### src/rtl/uart_arb_pkg.sv
// uart_arb_pkg: shared state encoding and width helper for the UART transmit arbiter.
package uart_arb_pkg;

    typedef enum logic [1:0] {IDLE, ISSUE, WAIT_DONE} arb_state_t;

    // Index width that never collapses to zero bits, so a single requester still gets a 1-bit id.
    function automatic int id_w(input int n);
        return (n > 1) ? $clog2(n) : 1;
    endfunction

endpackage

### src/rtl/rr_pick.sv
// rr_pick: combinational round-robin picker.
//   req_i  - request vector
//   last_i - index of the previous grant; scanning starts just after it
//   lock_i - restrict eligibility to the previous owner (last_i)
//   gnt_o  - one-hot grant, zero when nothing is eligible
//   idx_o  - encoded grant index (holds last_i when nothing is eligible)
module rr_pick
    import uart_arb_pkg::*;
#(
    parameter int N = 4
) (
    input  logic [N-1:0]         req_i,
    input  logic [id_w(N)-1:0]   last_i,
    input  logic                 lock_i,
    output logic [N-1:0]         gnt_o,
    output logic [id_w(N)-1:0]   idx_o
);

    localparam int W = id_w(N);

    logic [N-1:0] elig;
    logic [W-1:0] k;

    assign elig = lock_i ? (req_i & (N'(1) << last_i)) : req_i;

    // Scan from the farthest candidate down to the nearest, so the nearest eligible one wins.
    always_comb begin
        gnt_o = '0;
        idx_o = last_i;
        k     = '0;
        for (int i = N; i >= 1; i--) begin
            k = W'((int'(last_i) + i) % N);
            if (elig[k]) begin
                gnt_o = N'(1) << k;
                idx_o = k;
            end
        end
    end

endmodule

### src/rtl/uart_tx_arbiter.sv
// uart_tx_arbiter: shares one UART transmitter among NUM_REQ byte requesters.
//   i_clk, i_rst          - clock, asynchronous active-high reset
//   i_req_valid/_byte/_last, o_req_ready - per-requester byte handshake
//   o_tx_dv, o_tx_byte, i_tx_active, i_tx_done - transmitter handshake
//   o_grant_id            - current/last owner
//   o_busy                - byte in flight or packet lock held
//   o_timeout             - one-cycle pulse when the watchdog aborts a byte
module uart_tx_arbiter
    import uart_arb_pkg::*;
#(
    parameter int NUM_REQ      = 4,
    parameter int TIMEOUT_CLKS = 4096,
    parameter int LOCK_PACKETS = 1
) (
    input  logic                        i_clk,
    input  logic                        i_rst,
    input  logic [NUM_REQ-1:0]          i_req_valid,
    input  logic [NUM_REQ*8-1:0]        i_req_byte,
    input  logic [NUM_REQ-1:0]          i_req_last,
    output logic [NUM_REQ-1:0]          o_req_ready,
    output logic                        o_tx_dv,
    output logic [7:0]                  o_tx_byte,
    input  logic                        i_tx_active,
    input  logic                        i_tx_done,
    output logic [id_w(NUM_REQ)-1:0]    o_grant_id,
    output logic                        o_busy,
    output logic                        o_timeout
);

    localparam int GW = id_w(NUM_REQ);
    localparam int WW = id_w(TIMEOUT_CLKS);

    arb_state_t    state_q, state_d;
    logic [7:0]    byte_q, byte_d;
    logic [GW-1:0] gid_q, gid_d;
    logic          lock_q, lock_d;
    logic [WW-1:0] wd_q, wd_d;
    logic          to_q, to_d;

    logic [NUM_REQ-1:0] gnt;
    logic [GW-1:0]      idx;

    rr_pick #(.N(NUM_REQ)) u_pick (
        .req_i  (i_req_valid),
        .last_i (gid_q),
        .lock_i (lock_q),
        .gnt_o  (gnt),
        .idx_o  (idx)
    );

    always_ff @(posedge i_clk or posedge i_rst) begin
        if (i_rst) begin
            state_q <= IDLE;
            byte_q  <= '0;
            gid_q   <= GW'(NUM_REQ - 1);
            lock_q  <= 1'b0;
            wd_q    <= '0;
            to_q    <= 1'b0;
        end else begin
            state_q <= state_d;
            byte_q  <= byte_d;
            gid_q   <= gid_d;
            lock_q  <= lock_d;
            wd_q    <= wd_d;
            to_q    <= to_d;
        end
    end

    always_comb begin
        state_d     = state_q;
        byte_d      = byte_q;
        gid_d       = gid_q;
        lock_d      = lock_q;
        wd_d        = wd_q;
        to_d        = 1'b0;
        o_req_ready = '0;
        case (state_q)
            IDLE: begin
                if (!i_tx_active && |gnt) begin
                    o_req_ready = gnt;
                    byte_d      = i_req_byte[{idx, 3'b000} +: 8];
                    gid_d       = idx;
                    lock_d      = (LOCK_PACKETS != 0) && !i_req_last[idx];
                    state_d     = ISSUE;
                end
            end
            ISSUE: begin
                state_d = WAIT_DONE;
                wd_d    = '0;
            end
            WAIT_DONE: begin
                // done takes priority over a simultaneous watchdog expiry
                if (i_tx_done) begin
                    state_d = IDLE;
                end else if (wd_q == WW'(TIMEOUT_CLKS - 1)) begin
                    state_d = IDLE;
                    to_d    = 1'b1;
                    lock_d  = 1'b0;
                end else begin
                    wd_d = (&wd_q) ? wd_q : wd_q + 1'b1;
                end
            end
            default: state_d = IDLE;
        endcase
    end

    assign o_tx_dv    = (state_q == ISSUE);
    assign o_tx_byte  = byte_q;
    assign o_grant_id = gid_q;
    assign o_busy     = (state_q != IDLE) || lock_q;
    assign o_timeout  = to_q;

endmodule

### config.mk
export PLATFORM = sky130hd
export DESIGN_NAME = uart_tx_arbiter
export DESIGN_NICKNAME = d
export VERILOG_FILES = /design/src/rtl/uart_arb_pkg.sv /design/src/rtl/rr_pick.sv /design/src/rtl/uart_tx_arbiter.sv
export SDC_FILE = /design/constraint.sdc
export NUM_CORES = 1
export LEC_CHECK = 0
export CORE_MARGIN = 2
export CORE_UTILIZATION = 46
export CTS_CLUSTER_SIZE = 40
export DETAILED_ROUTE_END_ITERATION = 10
export PLACE_DENSITY_LB_ADDON = 0.3
export SLEW_MARGIN = 20
export SYNTH_ARGS = -nofsm -noshare
export SYNTH_HDL_FRONTEND = slang
export SYNTH_SLANG_ARGS = --single-unit
### constraint.sdc
create_clock -name i_clk -period 3.65 [get_ports i_clk]
set_input_delay 0.73 -clock i_clk [delete_from_list [all_inputs] [get_ports i_clk]]
set_output_delay 0.73 -clock i_clk [all_outputs]
set_load 0.1 [all_outputs]
==> reports/qor.txt <==
first-pass GRT wire length: 6850 um
RSZ-0062 raised after global routing: false
initial core utilization: 0.473
Vias: 1545
Post-synth top flop: dfrtp_1
CP arrival: 2.80 ns
Num CTS Buffers: 3
crit path max fanout: 6
number of vias per cell: 5.60
kind of critical path: flip-flop to primary output
Cell Rows: 23
final setup vio count: 0
TritonRoute pass-1 iters: 4
Synth cell types: 45
Ant. Diodes: 0
Worst Path Required: 2.92 ns
crit end category: primary output
Max clock buf depth: 2
syn avg cell area: 11.7 sq um
critical path launch point type: flip-flop
# IOs: 61
nets: 276
max frequency: 0.283 GHz
Synth warnings: 0
Highest Signal Layer: met4
Routed Antenna Nets: 0
fin crit share: 0.968
Worst-Margin Slew: 1.04 ns
synthesized flop and latch total: 26
Fin. Hold Viols: 0
Mapped Cells: 159
clk_lat worst skew: 0.27 ns
sequential area share after synthesis: 0.351
Max-slew headroom: 0.306
GRT Overall Usage: 0.198
CORE AREA: 0.00394 sq mm
I/O Buffers: 60
gpl congestion: 0.820
met3 routed WL: 235 um
Iter 0 DRT Violations: 89
Final Max Tran Viols: 0
status: completed
share of layout cells above drive strength 1: 0.283
DRT met1 WL: 1840 um
Die Y: 67.6 um
Hold Crit Class: flip-flop to flip-flop
global route total overflow: 0
residual DRC count: 0
clk_skew: 0.00960 ns
Post-synth EDFFs: 0
Root Driver: clkbuf_8
final setup TNS: 0 ns
largest net degree at the start of global routing: 27
Async SR Flop Fraction: 1.00
fin crit period: 3.53 ns
Max-cap violations: 0
clock sink count: 26
met2 wire length: 2070 um
Reg clk slew, reported paths: 0.09 ns
hpwl dp: 3280 um
htree depth: 1
total wire length: 4170 um
Hold Buf Count CTS: 0
TritonCTS clock tree: built
Mapped Area: 0.00186 sq mm
number of global-route vias before repair: 1498
Area growth syn-to-layout: 45.6%
Mapped Nets: 208
initial antenna violation count: 0
die area: 0.00458 sq mm
WL/cell: 15.1 um
die width: 67.6 um
## worst paths after layout
path	slack (ns)	start	to	cells past startpoint
min reg2reg	0.52	o_tx_byte[6]	o_tx_byte[6]	1
max reg2reg	0.46	o_grant_id[1]	o_tx_byte[6]	9
min	0.52	o_tx_byte[6]	o_tx_byte[6]	1
max in group asynchronous	2.07	i_rst	wd_q[8]	2
min in group asynchronous	0.98	i_rst	o_tx_byte[7]	2
max	0.12	o_grant_id[1]	o_req_ready[1]	10
## cell usage after synthesis, types with 2 or more instances
cell,number,area [sq um]
dfrtp_1,24,601
mux2_2,3,33.8
mux2i_1,3,30.0
nand2_1,6,22.5
nand2b_1,3,18.8
nand4_1,3,18.8
o21ai_0,7,35.0
or3_1,6,37.5
dfstp_2,2,52.6
mux4_2,9,203
a221o_1,4,40.0
xnor2_1,4,35.0
ha_1,5,62.6
nor2b_1,3,18.8
inv_1,9,33.8
buf_6,2,22.5
a21oi_1,5,25.0
mux2_4,8,120
o221ai_1,4,35.0
o32ai_4,2,55.1
nor2_1,16,60.1
xor2_1,2,17.5
nand3_1,6,30.0
and2b_2,2,17.5
## routing by layer
layer | up-vias | global-route usage
li1 | 736 | -
met1 | 753 | 0.268
met2 | 52 | 0.332
met3 | 4 | 0.0400
met4 | 0 | 0.0306
met5 | - | 0
## area by class of cell
| cell class | count | area [sq um] |
|---|---|---|
| Inverter | 10 | 40.0 |
| Tap cell | 50 | 62.6 |
| Timing Repair Buffer | 66 | 678 |
| Sequential cell | 26 | 661 |
| Multi-Input combinational cell | 120 | 1230 |
| Clock buffer | 4 | 45.0 |
| Fill cell | 284 | 1230 |
## through the flow
step	util	instance area, sq um	std cells	hold WS (ns)	setup WS (ns)
2_1_floorplan	-	1950	159	0.489	0.0198
3_3_place_gp	0.666	2630	267	0.498	0.265
3_5_place_dp	0.666	2630	267	0.497	0.124
4_1_cts	0.682	2690	273	0.527	0.0249
5_1_grt	0.688	2710	276	0.547	0.0119
6_report	0.688	2710	276	0.517	0.116
## sequential cells by signal, indices dropped and copies added, names as in the netlist
signal / count
wd_q: 12
o_tx_byte: 8
o_grant_id: 2
state_q: 2
lock_q: 1
o_timeout: 1
## placed cells by master, fill, tap and decap left out, types with 4 or more instances in the layout
| cell type | Yosys | layout |
|---|---|---|
| nand2_1 | 6 | 6 |
| o21ai_0 | 7 | 7 |
| xnor2_1 | 4 | 4 |
| inv_1 | 9 | 9 |
| mux2_4 | 8 | 8 |
| nor2_1 | 16 | 12 |
| a221o_1 | 4 | 4 |
| buf_12 | 0 | 4 |
| or3_1 | 6 | 6 |
| a21oi_1 | 5 | 5 |
| mux4_2 | 9 | 9 |
| nand3_1 | 6 | 6 |
| clkdlybuf4s50_1 | 0 | 53 |
| buf_4 | 0 | 9 |
| o221ai_2 | 0 | 4 |
| nor2_4 | 0 | 4 |
| dfrtp_1 | 24 | 24 |
## worst max-delay path, stage by stage, from the launching register on
cell,delay [ns]
dfstp_4,0.65
inv_1,0.10
ha_4,0.20
and2b_2,0.25
o32ai_4,0.11
mux2_4,0.31
a211oi_4,0.22
a221o_1,0.20
o221ai_2,0.13
nor2_4,0.16
buf_12,0.18
## kinds of logic after synthesis
kind of cell | after synthesis | share of synthesized area
adder cells (fa/ha/maj) | 5 | 0.0336
multiplexers | 24 | 0.220
flip-flops | 26 | 0.351
XOR/XNOR | 7 | 0.0430
AO/OA/AOI/OAI | 32 | 0.165
AND/OR/NAND/NOR | 52 | 0.153
buffers and inverters | 13 | 0.0356
## timing repair
item,CTS,global route
setup buffers,2,3
gates resized for setup,1,0
pin swaps,0,0
endpoints found under the setup margin,1,4
Power is not shown: default switching activity piles up to over one toggle a cycle in this logic, so the estimate is an artifact.
